===== src/rtl/temp_output.sv =====
// Binary-to-BCD output path: double-dabble conversion, then presents
// ones/tens/hundreds digits one at a time under a next strobe.
module temp_output (
  input  logic       clk,
  input  logic       rst,
  input  logic       load,
  input  logic [9:0] bin,
  input  logic       next,
  output logic       busy,
  output logic       valid,
  output logic       overflow,
  output logic [1:0] out_state,
  output logic [3:0] digit,
  output logic [3:0] bcd_ones,
  output logic [3:0] bcd_tens,
  output logic [3:0] bcd_huns
);

  typedef enum logic [2:0] {
    S_IDLE,
    S_CONV,
    S_ONES,
    S_TENS,
    S_HUNS
  } state_t;

  state_t      state;
  state_t      state_nx;
  logic [21:0] sr;
  logic [21:0] sr_adj;
  logic [21:0] sr_shift;
  logic [3:0]  cnt;
  logic        load_ok;
  logic        last_iter;
  logic [1:0]  out_nx;

  assign load_ok   = load && (state != S_CONV);
  assign last_iter = (state == S_CONV) && (cnt == 4'd9);

  // Add-3 correction on each BCD nibble before the shift.
  always_comb begin
    sr_adj = sr;
    if (sr[13:10] >= 4'd5) sr_adj[13:10] = sr[13:10] + 4'd3;
    if (sr[17:14] >= 4'd5) sr_adj[17:14] = sr[17:14] + 4'd3;
    if (sr[21:18] >= 4'd5) sr_adj[21:18] = sr[21:18] + 4'd3;
    sr_shift = {sr_adj[20:0], 1'b0};
  end

  always_comb begin
    state_nx = state;
    if (load_ok) begin
      state_nx = S_CONV;
    end else begin
      unique case (state)
        S_IDLE: state_nx = S_IDLE;
        S_CONV: if (cnt == 4'd9) state_nx = S_ONES;
        S_ONES: if (next) state_nx = S_TENS;
        S_TENS: if (next) state_nx = S_HUNS;
        S_HUNS: if (next) state_nx = S_IDLE;
        default: state_nx = S_IDLE;
      endcase
    end
  end

  always_comb begin
    out_nx = 2'b11;
    unique case (state_nx)
      S_ONES:  out_nx = 2'b00;
      S_TENS:  out_nx = 2'b01;
      S_HUNS:  out_nx = 2'b10;
      default: out_nx = 2'b11;
    endcase
  end

  always_ff @(posedge clk or posedge rst) begin
    if (rst) begin
      state     <= S_IDLE;
      out_state <= 2'b11;
      busy      <= 1'b0;
      valid     <= 1'b0;
    end else begin
      state     <= state_nx;
      out_state <= out_nx;
      busy      <= (state_nx == S_CONV);
      valid     <= last_iter;
    end
  end

  always_ff @(posedge clk or posedge rst) begin
    if (rst) begin
      sr       <= '0;
      cnt      <= '0;
      overflow <= 1'b0;
    end else if (load_ok) begin
      cnt <= '0;
      if (bin > 10'd999) begin
        sr       <= 22'd999;
        overflow <= 1'b1;
      end else begin
        sr       <= {12'b0, bin};
        overflow <= 1'b0;
      end
    end else if (state == S_CONV) begin
      sr  <= sr_shift;
      cnt <= cnt + 4'd1;
    end
  end

  always_ff @(posedge clk or posedge rst) begin
    if (rst) begin
      bcd_ones <= '0;
      bcd_tens <= '0;
      bcd_huns <= '0;
    end else if (last_iter) begin
      bcd_ones <= sr_shift[13:10];
      bcd_tens <= sr_shift[17:14];
      bcd_huns <= sr_shift[21:18];
    end
  end

  always_comb begin
    digit = 4'd0;
    unique case (state)
      S_ONES:  digit = bcd_ones;
      S_TENS:  digit = bcd_tens;
      S_HUNS:  digit = bcd_huns;
      default: digit = 4'd0;
    endcase
  end

endmodule

===== config.mk =====
export PLATFORM = sky130hd
export DESIGN_NAME = temp_output
export DESIGN_NICKNAME = d
export VERILOG_FILES = /design/src/rtl/temp_output.sv
export SDC_FILE = /design/constraint.sdc
export NUM_CORES = 1
export LEC_CHECK = 0
export BUFFER_PORTS_ARGS = -buffer_cell sky130_fd_sc_hd__buf_2
export CAP_MARGIN = 20
export CELL_PAD_IN_SITES_DETAIL_PLACEMENT = 0
export CELL_PAD_IN_SITES_GLOBAL_PLACEMENT = 1
export CORE_MARGIN = 2
export CORE_UTILIZATION = 43
export DETAILED_ROUTE_END_ITERATION = 10
export PLACE_DENSITY = 0.76
export SLEW_MARGIN = 20
export SYNTH_ARGS = -nofsm -noshare
export SYNTH_HDL_FRONTEND = slang
export SYNTH_SLANG_ARGS = --single-unit

===== constraint.sdc =====
create_clock -name clk -period 2.1 [get_ports clk]
set_input_delay 0 -clock clk [delete_from_list [all_inputs] [get_ports clk]]
set_output_delay 0 -clock clk [all_outputs]
set_load 0.005 [all_outputs]

# ---- Word-level counts from Yosys, hierarchy flattened
# Cells that the tools add are included.
dict set report totals {
  reg_bits 46
  input_bits 14
  wordCells 48
  output_inout_bits 21
}
dict set report op_classes {
  magnitude_cmp 4
  reduce_logical 3
  n_eq_ne 10
  muxes 17
  addsub 4
}
# cell n
set ops {}
lappend ops {{22-bit two-way mux} 2}
lappend ops {{3-bit two-way mux} 6}
lappend ops {{4-bit two-way mux} 4}
lappend ops {{3-bit by 2-bit == test with 1-bit output, second input constant} 4}
lappend ops {{4-bit by 3-bit >= comparator with 1-bit output, second input constant} 3}
lappend ops {{3-bit one-hot mux with 4 select lines} 1}
lappend ops {{4-bit one-hot mux with 3 select lines} 1}
lappend ops {{10-bit greater-than comparator, second input constant} 1}
lappend ops {{10-bit two-way mux} 1}
lappend ops {{4-bit by 2-bit adder with 4-bit output, second input constant} 2}
lappend ops {{3-bit by 1-bit == test with 1-bit output, second input constant} 2}
lappend ops {{3-bit == test, second input constant} 2}
lappend ops {{2-bit one-hot mux with 3 select lines} 1}
lappend ops {{4-bit by 1-bit adder with 4-bit output, second input constant} 1}
lappend ops {{4-bit == test, second input constant} 1}
lappend ops {{3-bit by 2-bit adder with 3-bit output, second input constant} 1}
lappend ops {{3-bit by 1-bit inequality test with 1-bit output, second input constant} 1}
lappend ops {{1-bit logical AND} 2}
lappend ops {{2-bit nonzero test} 1}
lappend ops {{1-bit two-way mux} 1}

# ---- Depth between registers and ports, before layout
dict set report logic_depth {
  depth_word 6
  depth_mapped 8
  ltp_nobuf 7
}

# ---- Least setup slack after synthesis
# No wires, ideal clock.
dict set report synth_path {
  kind {flip-flop to flip-flop}
  startpoint {register state[2]}
  endpoint {register state[0]}
  path_stages_with_launch 7
  required_ns 1.961
  slack_ns 0.367
  arrival_time_ns 1.595
  path_buffers 2
  period_less_slack_ns 1.733
  setup_ns 0.139
  path_cell_list {dfrtp_1 -> or3b_1 -> buf_2 -> or3_4 -> buf_2 -> o21ai_0 -> o31ai_1}
}
dict set report synth_via {
  elab_chain_cells 3
  elab_cells_between_ends 8
  cone_classes {eq/ne (5); mux (2); reduce/logical (1)}
}
# item line_no
set synth_lines {}
lappend synth_lines {{start, declared} 27} ;# state_t state;
lappend synth_lines {{start signal, assigned} 82} ;# state <= state_nx;
lappend synth_lines {{3-bit == test (tied with other cells)} 54} ;# unique case (state)
lappend synth_lines {{3-bit one-hot mux with 4 select lines or 1-bit logical AND (tied branches)} {54, 37}}
lappend synth_lines {{3-bit two-way mux (*)} 51} ;# if (load_ok) begin
lappend synth_lines {{net state_nx[0]} 28} ;# state_t state_nx;
# The timed path passes the listed nets; every way through them passes the cells marked *.
# A chain may end at the register's enable or synchronous reset.

# ---- Worst setup path after layout
dict set report layout_path {
  startpoint {register state[2]}
  endpoint {register sr[4]}
}
dict set report layout_via {
  elab_chain_cells 3
  elab_cells_between_ends 5
  cone_classes {eq/ne (2); mux (1); reduce/logical (2)}
}
# item line_no
set layout_lines {}
lappend layout_lines {{3-bit by 1-bit inequality test with 1-bit output} 37} ;# assign load_ok = load && (state != S_CONV);
lappend layout_lines {{1-bit logical AND} 37}
lappend layout_lines {{22-bit two-way mux or 2-bit nonzero test (tied branches)} -}
lappend layout_lines {{end signal, assigned} 100} ;# sr <= {12'b0, bin};
lappend layout_lines {{end signal, assigned} 104} ;# sr <= sr_shift;
lappend layout_lines {{end, declared} 29} ;# logic [21:0] sr;
# Several ways; a longest one is shown, not always the timed one.

==> impl.org <==
** Run status
- Result of the run :: complete, no violations

** Logic synthesis
- Sequential share of the synthesized area :: 0.501
- In this run, distinct cell masters in the synthesized netlist total 34.
- The number of nets in the synthesized netlist is 259.
- In the synthesized netlist, the number of instances is 237.
- Counting flops and latches in the post-synthesis netlist gives 46.
- The Yosys step of the flow raised 0 warnings.
- Post-synthesis area per instance :: 9.71 µm²
- After synthesis the cells add up to 0.00230 mm².

** Critical path
- The worst setup path is launched from a register.
- In this run the register-to-register setup slack is 0.37 ns.
- CP Max Fanout :: 23
- Crit path max-delay cell type :: dfrtp_1
- Walking the worst path, the cells encountered are or3b_1, buf_4, nand2_1, nor2_1, a221o_1.
- In this run the critical register-to-register path is launched from state[2].
- The worst setup path is of the reg -> reg kind.
- End of the worst register-to-register path :: sr[4]
- At the worst endpoint, the arrival time is 1.90 ns.
- For this run, the slowest stage of the critical path takes 0.45 ns.
- STA puts the critical path data required time at 2.28 ns.
- STA classifies the critical path endpoint as a register.
- Register-to-Register Path Depth :: 5

** Timing
- Unrepaired setup endpoints after global routing :: false
- Final critical-path share of the clock period :: 0.822
- Number of setup violations in the final report :: 0
- Final critical-path setup slack :: 0.373 ns
- Highest Clock Rate :: 579 MHz
- The routed design could run at a clock period as short as 1.73 ns.
- The max-slew violation count came to 0.
- For the pin with the worst max-slew slack, the measured transition is 0.590 ns.
- Setup total negative slack on the finished layout was measured at 0 ns.
- Number of hold-slack violations in the final timing report :: 0
- Final worst clock skew :: 0.00753 ns
- Slew headroom :: 0.607

** Min path
- The worst hold path passes through 3 cells.
- In this run the most critical hold path is launched from bin[2].
- Worst hold-check path type :: in -> reg
- End point of the most critical hold path :: sr[2]

** Drt
- For this run, design rule violations remaining after detail routing come to 0.
- Total number of vias :: 1788
- Wire length reported by the detailed router :: 4.72 mm
- Drt wl/cell :: 13.5 µm
- For this run, the detailed router's first-pass iteration total came to 4.
- DR iter-0 viols :: 167
- The count of nets left with antenna violations once routing finished came out at 0.
- Via density per instance :: 5.12

** Die
- Initial core utilization :: 0.448
- Num rows :: 26
- The floorplan step defined a core boundary enclosing 0.00514 mm².
- The floorplan step defined a die boundary enclosing 0.00596 mm².
- Die X :: 77.2 µm
- In this run the vertical extent of the chip is 77.2 µm.
- I/O Pins :: 35

** Global route
- The first global-routing pass estimated 8.21 mm of wire.
- Overflow left after global routing :: 0
- Across every metal layer, demand over resource in global routing totals 0.172.
- Entering global routing, the biggest net connects 47 pins.
- Vias in the first global route :: 1677
- Antenna violations before repair :: 0

** Power and ir drop
- Largest vdd supply drop :: 637 µV
- Summed over all cells, the static leakage comes to 1.25 nW.
- Dividing total power by cell area gives a power density of 1370 mW/mm².

** Clock network
- CTS tree :: yes
- Clock-pin slew was measured on the worst setup and hold paths at 0.09 ns.
- The clock reaches the later pin of the worst-skew pair after 0.29 ns.
- Once the clock tree was built, the setup fixing pass inserted 0 buffers.
- CTS built an H-tree with a depth of 2.
- Counting along the longest clock path gives a buffer depth of 2.
- Buffers inserted during clock tree synthesis total 5.
- CTS sink count :: 46
- The number of gates resized after CTS was 0.
- Root Buffer Master :: clkbuf_8

** Placement
- At the end of routability-driven placement, the weighted congestion stood at 0.747.
- Placed insts :: 336
- Input and output buffers added on the ports amount to 34.
- Detailed placement ended at an HPWL of 3.30 mm.
- OpenSTA, run right after detailed placement, puts the worst setup slack at 0.380 ns.

** Cells and area
- Excluding fillers, the count of instances in the completed layout stands at 349.
- Leading cell types in the layout, fill and taps excluded :: 44 x o21ai_0, 44 x dfrtp_1, 34 x buf_2
- Fill cells in the final layout number 504.
- Fin util :: 0.526
- Nets :: 301
- The number of antenna diodes in the final layout is 0.
- Area growth from synthesis to final layout :: 17.3%
- Fraction of layout cells with a size suffix above 1 :: 0.233

** Job
- Across the run, the number of max-cap violations was 0.
-- sequential cells by signal, indices dropped and copies added, names as in the netlist --
name,cells
sr,22
bcd_tens,4
state,3
valid,1
cnt,4
bcd_ones,4
busy,1
bcd_huns,4
out_state,2
overflow,1
-- worst max-delay path by stage --
stage / startpoint / endpoint / slack (ns) / depth (start not counted)
global route: sr[14] / bcd_tens[2] / 0.25 / 6
global placement: state[2] / sr[4] / 0.41 / 5
CTS: state[2] / sr[4] / 0.36 / 5
floorplan: state[2] / state[0] / 0.37 / 6
detailed placement: state[2] / sr[3] / 0.38 / 5
finish: state[2] / sr[4] / 0.37 / 5
-- routing by layer --
layer  vias up  wire length, µm  global-route usage
li1        899                -                   -
met3         5              183              0.0282
met5         -                0                   0
met1       842             2410               0.250
met2        42             2080               0.261
met4         0               53              0.0589
-- cell usage after synthesis --
library cell | n | area share
or3b_2 | 1 | 0.0038
nor2_1 | 12 | 0.020
buf_6 | 1 | 0.0049
clkbuf_1 | 9 | 0.015
a221o_1 | 2 | 0.0087
ha_1 | 8 | 0.043
a31oi_2 | 3 | 0.016
a21o_1 | 1 | 0.0033
a21oi_1 | 10 | 0.022
o21ai_0 | 44 | 0.096
mux2_2 | 4 | 0.020
a31oi_1 | 1 | 0.0027
inv_2 | 1 | 0.0016
o31ai_1 | 2 | 0.0065
nor3b_1 | 8 | 0.026
dfstp_2 | 2 | 0.023
buf_2 | 2 | 0.0043
nand2_1 | 33 | 0.054
clkinv_8 | 1 | 0.0071
nand3_1 | 1 | 0.0022
or3b_1 | 1 | 0.0038
and3b_1 | 1 | 0.0038
or3_1 | 6 | 0.016
nand2b_1 | 5 | 0.014
nand4_1 | 2 | 0.0054
nor2_2 | 2 | 0.0054
mux2i_1 | 9 | 0.039
nor3_1 | 3 | 0.0065
or3_4 | 1 | 0.0049
inv_1 | 8 | 0.013
nand3b_1 | 4 | 0.013
dfrtp_1 | 44 | 0.48
nor2b_1 | 1 | 0.0027
xnor2_1 | 4 | 0.015
-- report_power, final --
group          total [mW]  leakage (nW)  internal (mW)  switching [mW]
combinational        1.65         0.632          0.725           0.922
sequential           1.54         0.579           1.26           0.279
clock               0.510        0.0438          0.224           0.286
-- worst max-delay path, delay by kind of cell (launching register included) --
kind | cells | cell delay, ns
buf+inv | 1 | 0.22
flops | 1 | 0.45
compound gates | 1 | 0.30
simple gates | 3 | 0.64
-- area by class of cell --
| type | instances | area, µm² | area share |
|---|---|---|---|
| tap | 70 | 87.6 | 0.0324 |
| inverter | 10 | 50.0 | 0.0185 |
| multi-input combinational | 169 | 1050 | 0.388 |
| timing repair buffer | 47 | 283 | 0.105 |
| sequential | 46 | 1150 | 0.427 |
| clock inverter | 2 | 10.0 | 0.00371 |
| clock buffer | 5 | 68.8 | 0.0255 |
-- cell families (layout without fill, tap and decap cells) --
group / Yosys count / after routing / synth area share
multiplexers: 13 / 13 / 0.0587
XOR/XNOR: 4 / 4 / 0.0152
AO/OA/AOI/OAI: 63 / 63 / 0.155
flip-flops: 46 / 46 / 0.501
AND/OR/NAND/NOR: 81 / 81 / 0.181
buffers and inverters: 22 / 64 / 0.0457
adder cells (fa/ha/maj): 8 / 8 / 0.0435
-- timing repair --
item                                    4_1_cts  5_1_grt
endpoints found under the setup margin        0        0
hold buffers                                  6        0
hold endpoints to repair                     49        0
-- metrics by stage --
step           area [µm²]  power (mW)  hold WS [ns]
2_1_floorplan        2300        2.67         0.145
3_3_place_gp         2560        3.18         0.192
3_5_place_dp         2560        3.21         0.190
4_1_cts              2700        3.74       0.00764
5_1_grt              2700        4.06        0.0339
6_report             2700        3.69       0.00567
(Power assumes the default switching activity.)
